<file path="config.mk">
export PLATFORM = sky130hd
export DESIGN_NAME = pwm_duty_ramp
export DESIGN_NICKNAME = d
export VERILOG_FILES = /design/src/rtl/pwm_duty_ramp.sv
export SDC_FILE = /design/constraint.sdc
export NUM_CORES = 1
export LEC_CHECK = 0
export ABC_AREA = 1
export BUFFER_PORTS_ARGS = -buffer_cell sky130_fd_sc_hd__buf_2
export CORE_UTILIZATION = 40
export DETAILED_ROUTE_END_ITERATION = 8
export SETUP_SLACK_MARGIN = 0.15
export SLEW_MARGIN = 40
export SYNTH_ARGS = -nofsm -noshare
export SYNTH_HDL_FRONTEND = slang
export SYNTH_SLANG_ARGS = --single-unit
</file>
<file path="constraint.sdc">
create_clock -name clk -period 2.15 [get_ports clk]
set_input_delay 0.1075 -clock clk [delete_from_list [all_inputs] [get_ports clk]]
set_output_delay 0.1075 -clock clk [all_outputs]
set_load 0.005 [all_outputs]
</file>
<file path="src/rtl/pwm_duty_ramp.sv">
// pwm_duty_ramp
//   Upstream duty-cycle source for the PWM generator. Slews the 7-bit duty
//   output from its current value toward a loaded target, one STEP per tick,
//   so the PWM output gets a soft-start and a soft-stop.
//
// Parameters
//   DC_W    width of target/dc
//   DC_MAX  ceiling for dc; larger targets are clamped to this value
//   STEP    dc change per tick (1..DC_MAX)
//   RATE_W  width of rate; tick interval = (rate+1)*256 clocks
//
// Ports
//   clk     in   system clock, rising edge
//   rst_n   in   asynchronous reset, active low
//   ena     in   global enable; low freezes all state and masks load
//   estop   in   (only with PWM_DUTY_RAMP_ESTOP_EN) synchronous emergency stop
//   target  in   requested duty, percent
//   load    in   1-cycle strobe; captures target and rate
//   rate    in   tick interval select
//   dc      out  current duty to the PWM generator (registered)
//   busy    out  high while ramping (state UP or DOWN)
//   done    out  1-cycle pulse when dc reaches the target
//   state   out  0=IDLE 1=UP 2=DOWN (debug)
//
// Configuration
//   PWM_DUTY_RAMP_ESTOP_EN  adds the estop input. While estop is high the
//   block is forced to IDLE with dc=0 and target=0, ignoring ena and load.
//
// Handshake: load is a single-cycle strobe qualified by ena; there is no
// back-pressure, a load is always accepted and retargets immediately.
module pwm_duty_ramp #(
    parameter int DC_W   = 7,
    parameter int DC_MAX = 100,
    parameter int STEP   = 1,
    parameter int RATE_W = 4
) (
    input  logic              clk,
    input  logic              rst_n,
    input  logic              ena,
`ifdef PWM_DUTY_RAMP_ESTOP_EN
    input  logic              estop,
`endif
    input  logic [DC_W-1:0]   target,
    input  logic              load,
    input  logic [RATE_W-1:0] rate,
    output logic [DC_W-1:0]   dc,
    output logic              busy,
    output logic              done,
    output logic [1:0]        state
);

    typedef enum logic [1:0] {
        IDLE = 2'd0,
        UP   = 2'd1,
        DOWN = 2'd2
    } state_t;

    // Counter spans rate_q+1 PWM periods of 256 clocks.
    localparam int CNT_W = RATE_W + 8;
    localparam logic [DC_W-1:0] DC_MAX_V = DC_W'(DC_MAX);
    localparam logic [DC_W-1:0] STEP_V   = DC_W'(STEP);

    state_t              state_q, state_d;
    logic [DC_W-1:0]     dc_q, dc_d;
    logic [DC_W-1:0]     tgt_q, tgt_d;
    logic [RATE_W-1:0]   rate_q, rate_d;
    logic [CNT_W-1:0]    cnt_q, cnt_d;
    logic                done_q, done_d;

    logic [DC_W-1:0]     tgt_new;
    logic [CNT_W-1:0]    term;
    logic                tick;
    logic                estop_i;

`ifdef PWM_DUTY_RAMP_ESTOP_EN
    assign estop_i = estop;
`else
    assign estop_i = 1'b0;
`endif

    assign tgt_new = (target > DC_MAX_V) ? DC_MAX_V : target;
    // (rate_q+1)*256 - 1 == {rate_q, 8'hFF}
    assign term    = {rate_q, 8'hFF};
    assign tick    = (state_q != IDLE) && (cnt_q == term);

    always_ff @(posedge clk or negedge rst_n) begin
        if (!rst_n) begin
            state_q <= IDLE;
            dc_q    <= '0;
            tgt_q   <= '0;
            rate_q  <= '0;
            cnt_q   <= '0;
            done_q  <= 1'b0;
        end else begin
            state_q <= state_d;
            dc_q    <= dc_d;
            tgt_q   <= tgt_d;
            rate_q  <= rate_d;
            cnt_q   <= cnt_d;
            done_q  <= done_d;
        end
    end

    always_comb begin
        state_d = state_q;
        dc_d    = dc_q;
        tgt_d   = tgt_q;
        rate_d  = rate_q;
        cnt_d   = cnt_q;
        done_d  = 1'b0;

        if (estop_i) begin
            state_d = IDLE;
            dc_d    = '0;
            tgt_d   = '0;
            cnt_d   = '0;
        end else if (!ena) begin
            // hold everything; done already defaults low
        end else if (load) begin
            // A tick landing in the same cycle is dropped: load restarts the interval.
            tgt_d  = tgt_new;
            rate_d = rate;
            cnt_d  = '0;
            if (tgt_new > dc_q) begin
                state_d = UP;
            end else if (tgt_new < dc_q) begin
                state_d = DOWN;
            end else begin
                state_d = IDLE;
                done_d  = 1'b1;
            end
        end else if (state_q != IDLE) begin
            if (tick) begin
                cnt_d = '0;
                if (state_q == UP) begin
                    if ((tgt_q <= dc_q) || (tgt_q - dc_q <= STEP_V)) begin
                        dc_d    = tgt_q;
                        state_d = IDLE;
                        done_d  = 1'b1;
                    end else begin
                        dc_d = dc_q + STEP_V;
                    end
                end else begin
                    if ((dc_q <= tgt_q) || (dc_q - tgt_q <= STEP_V)) begin
                        dc_d    = tgt_q;
                        state_d = IDLE;
                        done_d  = 1'b1;
                    end else begin
                        dc_d = dc_q - STEP_V;
                    end
                end
            end else begin
                cnt_d = cnt_q + 1'b1;
            end
        end
    end

    assign dc    = dc_q;
    assign done  = done_q;
    assign busy  = (state_q != IDLE);
    assign state = state_q;

endmodule
</file>
### After elaboration in Yosys (flattened, before gate mapping)

Cells that the tools add are included.

* logic and storage cells: 57
* bits of input ports: 15
* flip-flop bits (word level): 33

* $lt $le $gt $ge: 7
* equality and inequality tests: 3
* bitwise gates (word level): 1
* add/sub/neg operators: 5
* reduce and logical (&&, ||, !) cells: 11
* mux-type cells: 24

Operator list (count)
* 12-bit two-way mux: 3
* 7-bit two-way mux: 4
* 2-bit two-way mux: 8
* 7-bit by 1-bit less-or-equal comparator with 1-bit output, second input constant: 2
* 7-bit less-or-equal comparator: 2
* 7-bit subtractor: 2
* 12-bit by 1-bit adder with 12-bit output, second input constant: 1
* 12-bit equality test: 1
* 1-bit two-way mux: 9
* 7-bit by 1-bit adder with 7-bit output, second input constant: 1
* 7-bit greater-than comparator: 1
* 7-bit greater-than comparator, second input constant: 1
* 7-bit < comparator: 1
* 7-bit by 1-bit subtractor with 7-bit output, second input constant: 1
* 2-bit nonzero test: 3
* 5-bit AND reduction: 1
* 2-bit AND reduction: 2
* 4-bit AND reduction: 1
* 3-bit by 2-bit != test with 1-bit output, second input constant: 1
* 3-bit nonzero test: 1
* 2-bit by 1-bit equality test with 1-bit output, second input constant: 1
* 1-bit logical OR: 2
* 1-bit logical AND: 1
* 1-bit NOT: 1

### Depth between registers and ports, before layout

Gate-level depths: netlist of run 1.

* depth in word-level cells: 9
* mapped depth: 17
* depth with buffers taken out: 16

### Least setup slack after synthesis of run 1

Ideal clock, no wire load.

* path kind: register to register
* start: reg dc_q[2] (netlist: dc[2])
* end: reg dc_q[1] (netlist: dc[1])
* stages on the path, launching flop included: 17
* buffers on the path: 2
* path slack: -91 ps
* arrival time: 2124 ps
* setup time: 116 ps
* period minus slack after synthesis: 2241 ps
* required time: 2034 ps
* cells stage by stage: dfrtp_1 clkbuf_1 inv_1 ha_1 buf_6 a21oi_2 nand2_1 nand2_1 nand3_1 nor2_1 nand3_2 nand2_2 nand2_1 nand3_1 nand2_1 nand2_1 nand2_1

* longest elaborated chain between the ends: 5

Ends and longest elaborated chain
* start, declared: line 64 `logic [DC_W-1:0] dc_q, dc_d;`
* start signal, assigned: line 89 `dc_q <= '0;`
* start signal, assigned: line 96 `dc_q <= dc_d;`
* 7-bit subtractor, on equally long branches: line 144, 136
* 7-bit by 1-bit less-or-equal comparator with 1-bit output, on equally long branches: line 144, 136
* 1-bit logical OR, on equally long branches: line 144, 136
* 7-bit two-way mux, on equally long branches: line 144, 136
* 7-bit two-way mux *: line 135 `if (state_q == UP) begin`

Mark *: on every way between the ends. The rest lies on a longest branch, timed or not.
A chain may end at the register's enable or synchronous reset.

### Worst setup path in the final report of run 1

* start: reg tgt_q[0]
* end: reg dc_q[0] (netlist: dc[0])

* longest elaborated chain between the ends: 5

Ends and longest elaborated chain
* start, declared: line 65 `logic [DC_W-1:0] tgt_q, tgt_d;`
* start signal, assigned: line 97 `tgt_q <= tgt_d;`
* 7-bit subtractor, on equally long branches: line 144, 136
* 7-bit by 1-bit less-or-equal comparator with 1-bit output, on equally long branches: line 144, 136
* 1-bit logical OR, on equally long branches: line 144, 136
* 7-bit two-way mux, on equally long branches: line 144, 136
* 7-bit two-way mux *: line 135

Marked as above.

==> results of run 1 <==
[critical path, stage by stage, from the launching register on]
cell	delay [ns]
dfrtp_1	0.42
buf_6	0.14
ha_4	0.15
fa_2	0.52
inv_2	0.03
nor2_2	0.06
nand3_1	0.08
nor2_2	0.13
nand3_4	0.16
nand3_4	0.14
nand2_2	0.06
nand2_1	0.06
nand2_1	0.05
nand2_1	0.05
nand2_1	0.04
[layout by cell type (no fill, tap or decap), types with 9 or more instances in the layout]
cell | synthesis | layout
nand4_1 | 9 | 9
a21oi_1 | 15 | 14
nor2_1 | 23 | 19
inv_1 | 67 | 61
nand3_1 | 50 | 44
dfrtp_1 | 33 | 31
xor2_1 | 13 | 13
o21ai_0 | 17 | 16
buf_4 | 1 | 30
buf_2 | 0 | 24
ha_1 | 24 | 19
nand2_1 | 117 | 112
[cell type report]
class                      instances  area, sq um
tap                               96        120.1
clock buffer                       6        82.58
multi-input combinational        316         1977
clock inverter                     1        7.507
inverter                          70        266.5
timing repair buffer              56        366.6
fill                             698         3258
sequential                        33        828.3
[path summary, 6_finish.rpt]
check / start / to / cells after the start
setup reg to reg: tgt_q[0] / dc[0] / 14
setup / recovery: tgt_q[0] / dc[0] / 14
hold reg to reg: rate_q[2] / rate_q[2] / 2
max in group asynchronous: rst_n / dc[0] / 2
hold / removal: rate[2] / rate_q[2] / 3
min in group asynchronous: rst_n / dc[3] / 2
[per-layer routing]
metal | global-route usage | up-vias | part of all wire
met2 | 0.3899 | 55 | 0.49
met4 | 0.1237 | 0 | 0.043
met3 | 0.03318 | 25 | 0.031
met1 | 0.2655 | 1318 | 0.44
li1 | - | 1493 | -
met5 | 0 | - | 0
[cells by family (layout without fill, tap and decap cells)]
family                   Yosys count  count (layout)  share of synthesized area
AND/OR/NAND/NOR                  231             231                     0.3650
XOR/XNOR                          16              16                    0.04799
flip-flops                        33              33                     0.2828
AO/OA/AOI/OAI                     43              43                    0.08484
adder cells (fa/ha/maj)           26              26                     0.1165
buffers and inverters             77             133                     0.1028
[sequential cells by signal, indices dropped and copies added (netlist names)]
| signal | count |
|---|---|
| cnt_q | 12 |
| done | 1 |
| rate_q | 4 |
| tgt_q | 7 |
| state | 2 |
| dc | 7 |
[report_power, final]
group | internal, uW | switching (uW)
Clock | 253 | 234
Combinational | 279 | 444
Sequential | 661 | 37.7
Total | 1190 | 716
[what timing repair did]
item | 4_1_cts | 5_1_grt
gates resized for setup | 12 | 23
hold buffers | 1 | 0
buffers inserted | 3 | 1
setup endpoints to repair | 10 | 15
pin swaps | 11 | 12
cloned | 0 | 0
hold endpoints to repair | 33 | 0
[stage by stage]
| stage | cells | hold WS, ns | utilization |
|---|---|---|---|
| CTS | 577 | 0.005469 | 0.5141 |
| global placement | 566 | 0.2378 | 0.4882 |
| global route | 578 | 0.004988 | 0.5283 |
| finish | 578 | 0.009753 | 0.5283 |
| floorplan | 426 | -0.1881 | - |
| detailed placement | 566 | 0.2392 | 0.4882 |
==> impl_metrics.csv, run 1 <==
group,metric,value,unit
final_layout,fin_nets,523,
route,routed_wirelength,7.885,mm
pwr,vdd_drop_max,459.2,uV
logic_synthesis,ys_top_cells_by_count,"nand2_1 (117), inv_1 (67), nand3_1 (50)",
place,place_area,3372,sq um
clock_network,clockBufferDepth,2,
sta,finalCriticalPeriod,2.205,ns
route,vias,2891,
final_layout,drive_above_1_share,0.2469,
pwr,p_per_area,523.5,nW/um^2
grt,grt_pass1_wl,13.08,mm
logic_synthesis,synth_warnings,0,
floorplan,ios,26,
run_status,violations,"setup timing",
sta,slew_headroom,0.6898,
grt,grt_usage,0.2247,
clock_network,htree_levels,2,
grt,first_global_vias,2861,
route,dr.pass1.iters,4,
logic_synthesis,synth-edff-count,0,
place,place_ws,-0.2414,ns
place,io_buffers,25,
critical_path,crit_type,"reg2reg",
sta,worstMarginPinSlew,0.4652,ns
clock_network,clock_latency,0.29,ns
logic_synthesis,synth_cells,426,
route,wl_per_cell,13.64,um
final_layout,antenna_cells,0,
critical_path,startpoint_type,"flop",
route,drtIter0Drc,119,
clock_network,cts.sinks,33,
clock_network,cts_inserted_buffers,5,
logic_synthesis,synth.top_cell.area_share,0.2828,
critical_path,worstPathRequired,2.33,ns
final_layout,syn_to_final_growth,24.94,%
clock_network,clk_pin_slew,0.07,ns
worst_hold_path,min_path_type,"in2reg",
place,dp_hpwl,6.178,mm
logic_synthesis,synthMostInstantiatedCell,"nand2_1",
route,drc,0,
final_layout,finalInstanceArea,3649,sq um
sta,setup_ws,-0.05507,ns
floorplan,core_area,6907,sq um
logic_synthesis,ys_seq_area_frac,0.2828,
pwr,p_leak,0.001843,uW
flow_run,cap_viol_max_count,0,
floorplan,start_util,0.4228,
critical_path,critPathMaxFanout,8,
route,viasPerCell,5.002,
floorplan,row_count,30,
grt,grt_max_degree,34,
clock_network,cts_root_buf,"clkbuf_8",
sta,fin_tns_setup,-0.2483,ns
sta,rsz0062_at_grt,"yes",
sta,skew,0.006573,ns
floorplan,fp.dieH,87.45,um
logic_synthesis,synth-seq-cells,33,
logic_synthesis,synthTopCellsByArea,"dfrtp_1 (28%), nand2_1 (15%), ha_1 (10%), inv_1 (8.6%), nand3_1 (8.6%)",
place,place_congestion,0.8752,
sta,fmax,453.5,MHz
sta,finalMaxSlewViolations,0,
logic_synthesis,syn-num-nets,467,
logic_synthesis,netlist_area,2920,sq um
logic_synthesis,synth_largest_area_cell,"dfrtp_1",
clock_network,cts_tree,"built",
route,ant_nets,0,
logic_synthesis,synth_area_per_cell,6.855,sq um
sta,hold_violations,0,
logic_synthesis,ys_async_sr_fraction,1.000,
critical_path,cp.arrival,2.39,ns
critical_path,rrSetupSlack,-0.06,ns
sta,min_period_over_period,1.026,
sta,setup_viol,9,
logic_synthesis,ys.flop_type,"dfrtp_1",
run_status,status,"finished with violations",
pwr,total_power,1910,uW
critical_path,crit_path_end_kind,"flop",
floorplan,die_w,87.45,um
floorplan,die_area,7647,sq um
grt,grt_remaining_overflow,0,
logic_synthesis,synthDistinctLibCells,36,
grt,antenna_found_initial,0,
Power figures use the tool's default switching activity.
==> inputs of run 2 (changes only) <==
--- a/config.mk
+++ b/config.mk
@@ -16 +16,2 @@
 export SYNTH_SLANG_ARGS = --single-unit
+export TNS_END_PERCENT = 10
==> constraint.sdc (replaced) <==
create_clock -name clk -period 2.15 [get_ports clk]
set_input_delay 0.215 -clock clk [delete_from_list [all_inputs] [get_ports clk]]
set_output_delay 0.215 -clock clk [all_outputs]
set_load 0.005 [all_outputs]
==> run 2 against run 1 <==
Effect of this change:
- largest power group unchanged
- clock skew up 0.0027 ns
- cell count up 0.52%
- register-to-register slack about the same
- the flow still finishes with violations (setup timing)
- non-clock buffer count increased by 2
- hold slack improved by 0.10 ns
- worst setup slack worse by 0.012 ns
- critical path depth shrank 1
- total power rose by 7.5%
- fmax down 0.55%
- count of clock-buffer cells in the layout is the same
- routed wire length up 3.2%
==> impl_metrics.csv, run 2 (same netlist as run 1, synthesis figures left out) <==
group,metric,value,unit
critical_path,crit_type,"reg2reg",
grt,first_global_vias,2763,
place,dp_hpwl,6.363,mm
worst_hold_path,min_path_type,"in2reg",
final_layout,largest_register_ffs,12,
final_layout,multiInputGateArea,1927,sq um
critical_path,crit_path_end_kind,"flop",
grt,gr-usage-met3,0.02464,
grt,grt_max_degree,34,
route,viasPerCell,5.022,
final_layout,antenna_cells,0,
floorplan,core_area,6907,sq um
sta,hold_violations,0,
place,place_ws,-0.1714,ns
sta,setup_ws,-0.06717,ns
clock_network,cts_tree,"built",
sta,fmax,451.0,MHz
final_layout,fin_nets,525,
critical_path,worstPathRequired,2.33,ns
grt,top_usage_layer,"met2",
floorplan,die_area,7647,sq um
sta,min_period_over_period,1.031,
route,wl_per_cell,14.00,um
floorplan,row_count,30,
run_status,status,"finished with violations",
clock_network,cts_root_buf,"clkbuf_8",
place,place_congestion,0.8574,
clock_network,htree_levels,2,
sta,rsz0062_at_grt,"yes",
clock_network,clock_latency,0.29,ns
critical_path,rr_startpoint,"tgt_q[0]",
final_layout,drive_above_1_share,0.2309,
sta,finalMaxSlewViolations,0,
run_status,violations,"setup timing",
route,dr.pass1.iters,4,
pwr,p_leak,0.001849,uW
critical_path,cp.arrival,2.40,ns
floorplan,start_util,0.4228,
final_layout,syn_to_final_growth,24.64,%
grt,grt_usage,0.2274,
route,ant_nets,0,
floorplan,die_w,87.45,um
clock_network,cts.sinks,33,
grt,grt_pass1_wl,13.16,mm
sta,skew,0.009300,ns
sta,slew_headroom,0.7031,
route,drtIter0Drc,124,
worst_hold_path,holdCritStartpoint,"rate[2]",
final_layout,fillCellCount,726,
flow_run,cap_viol_max_count,0,
place,io_buffers,25,
grt,gr-usage-met2,0.4446,
sta,setup_viol,10,
sta,fin_tns_setup,-0.3432,ns
final_layout,layout_commonest_cell,"nand2_1",
clock_network,cts_inserted_buffers,5,
clock_network,clk_pin_slew,0.08,ns
final_layout,mostFrequentLayoutCells,"nand2_1 (115), inv_1 (62), nand3_1 (49)",
route,vias,2918,
sta,finalCriticalPeriod,2.217,ns
grt,grt_remaining_overflow,0,
route,routed_wirelength,8.135,mm
grt,antenna_found_initial,0,
grt,met1_usage,0.2582,
critical_path,startpoint_type,"flop",
clock_network,clockBufferDepth,2,
final_layout,regArea,828.3,sq um
pwr,p_per_area,564.4,nW/um^2
floorplan,ios,26,
critical_path,critPathMaxFanout,8,
route,drc,0,
final_layout,top_register,"cnt_q",
sta,worstMarginPinSlew,0.4454,ns
critical_path,startpoint,"tgt_q[0]",
floorplan,fp.dieH,87.45,um
pwr,vdd_drop_max,323.2,uV
==> run 2: path summary, 6_finish.rpt <==
check | endpoint | slack (ns) | depth (start not counted)
worst min-delay path | rate_q[2] | 0.11 | 3
worst max register to register | dc[0] | -0.07 | 13
worst min register to register | cnt_q[6] | 0.50 | 2
worst max-delay path | dc[0] | -0.07 | 13
max in group asynchronous | dc[0] | 1.39 | 2
min in group asynchronous | cnt_q[4] | 0.41 | 2
==> run 2: cell type report <==
cell class,count,area share
well taps,96,0.03300
repair buffers,58,0.1038
inverters,70,0.07322
multi-input cells,316,0.5294
flip-flops and latches,33,0.2276
clock inverters,2,0.01031
clock buffers,6,0.02269
==> run 2: through the flow <==
stage	area (sq um)	hold slack (ns)	utilization	power [uW]	instances
global placement	3395	0.3408	0.4915	1352	569
global route	3640	0.1115	0.5270	2181	581
finish	3640	0.1119	0.5270	2054	581
CTS	3576	0.02620	0.5178	2034	580
floorplan	2979	-0.08059	-	1154	426
detailed placement	3395	0.3432	0.4915	1359	569
==> run 2: metal layers <==
layer  up-vias  wire length (um)
met5         -                 0
met4         0                91
met3         9               300
met2        55              4283
met1      1365              3459
li1       1489                 -
==> run 2: where the power goes <==
group | switching, uW | internal (uW)
logic | 437 | 277
registers | 36.4 | 661
clock network | 265 | 377
==> run 2: critical path, stage by stage, from the launching register on <==
cell      delay (ns)
dfrtp_1         0.42
inv_2           0.07
ha_4            0.17
fa_2            0.50
a21boi_2        0.16
nand3_2         0.12
nor2_4          0.12
nand3_4         0.16
nand3_4         0.13
nand2_2         0.06
nand2_2         0.05
nand2_1         0.05
nand2_1         0.05
nand2_1         0.05
==> run 2: what timing repair did <==
| item | CTS | global route |
|---|---|---|
| hold buffers | 0 | 1 |
| pin swaps | 6 | 6 |
| setup endpoints to repair | 10 | 15 |
| setup buffers | 3 | 0 |
| gates resized for setup | 9 | 13 |
| hold endpoints to repair | 0 | 33 |
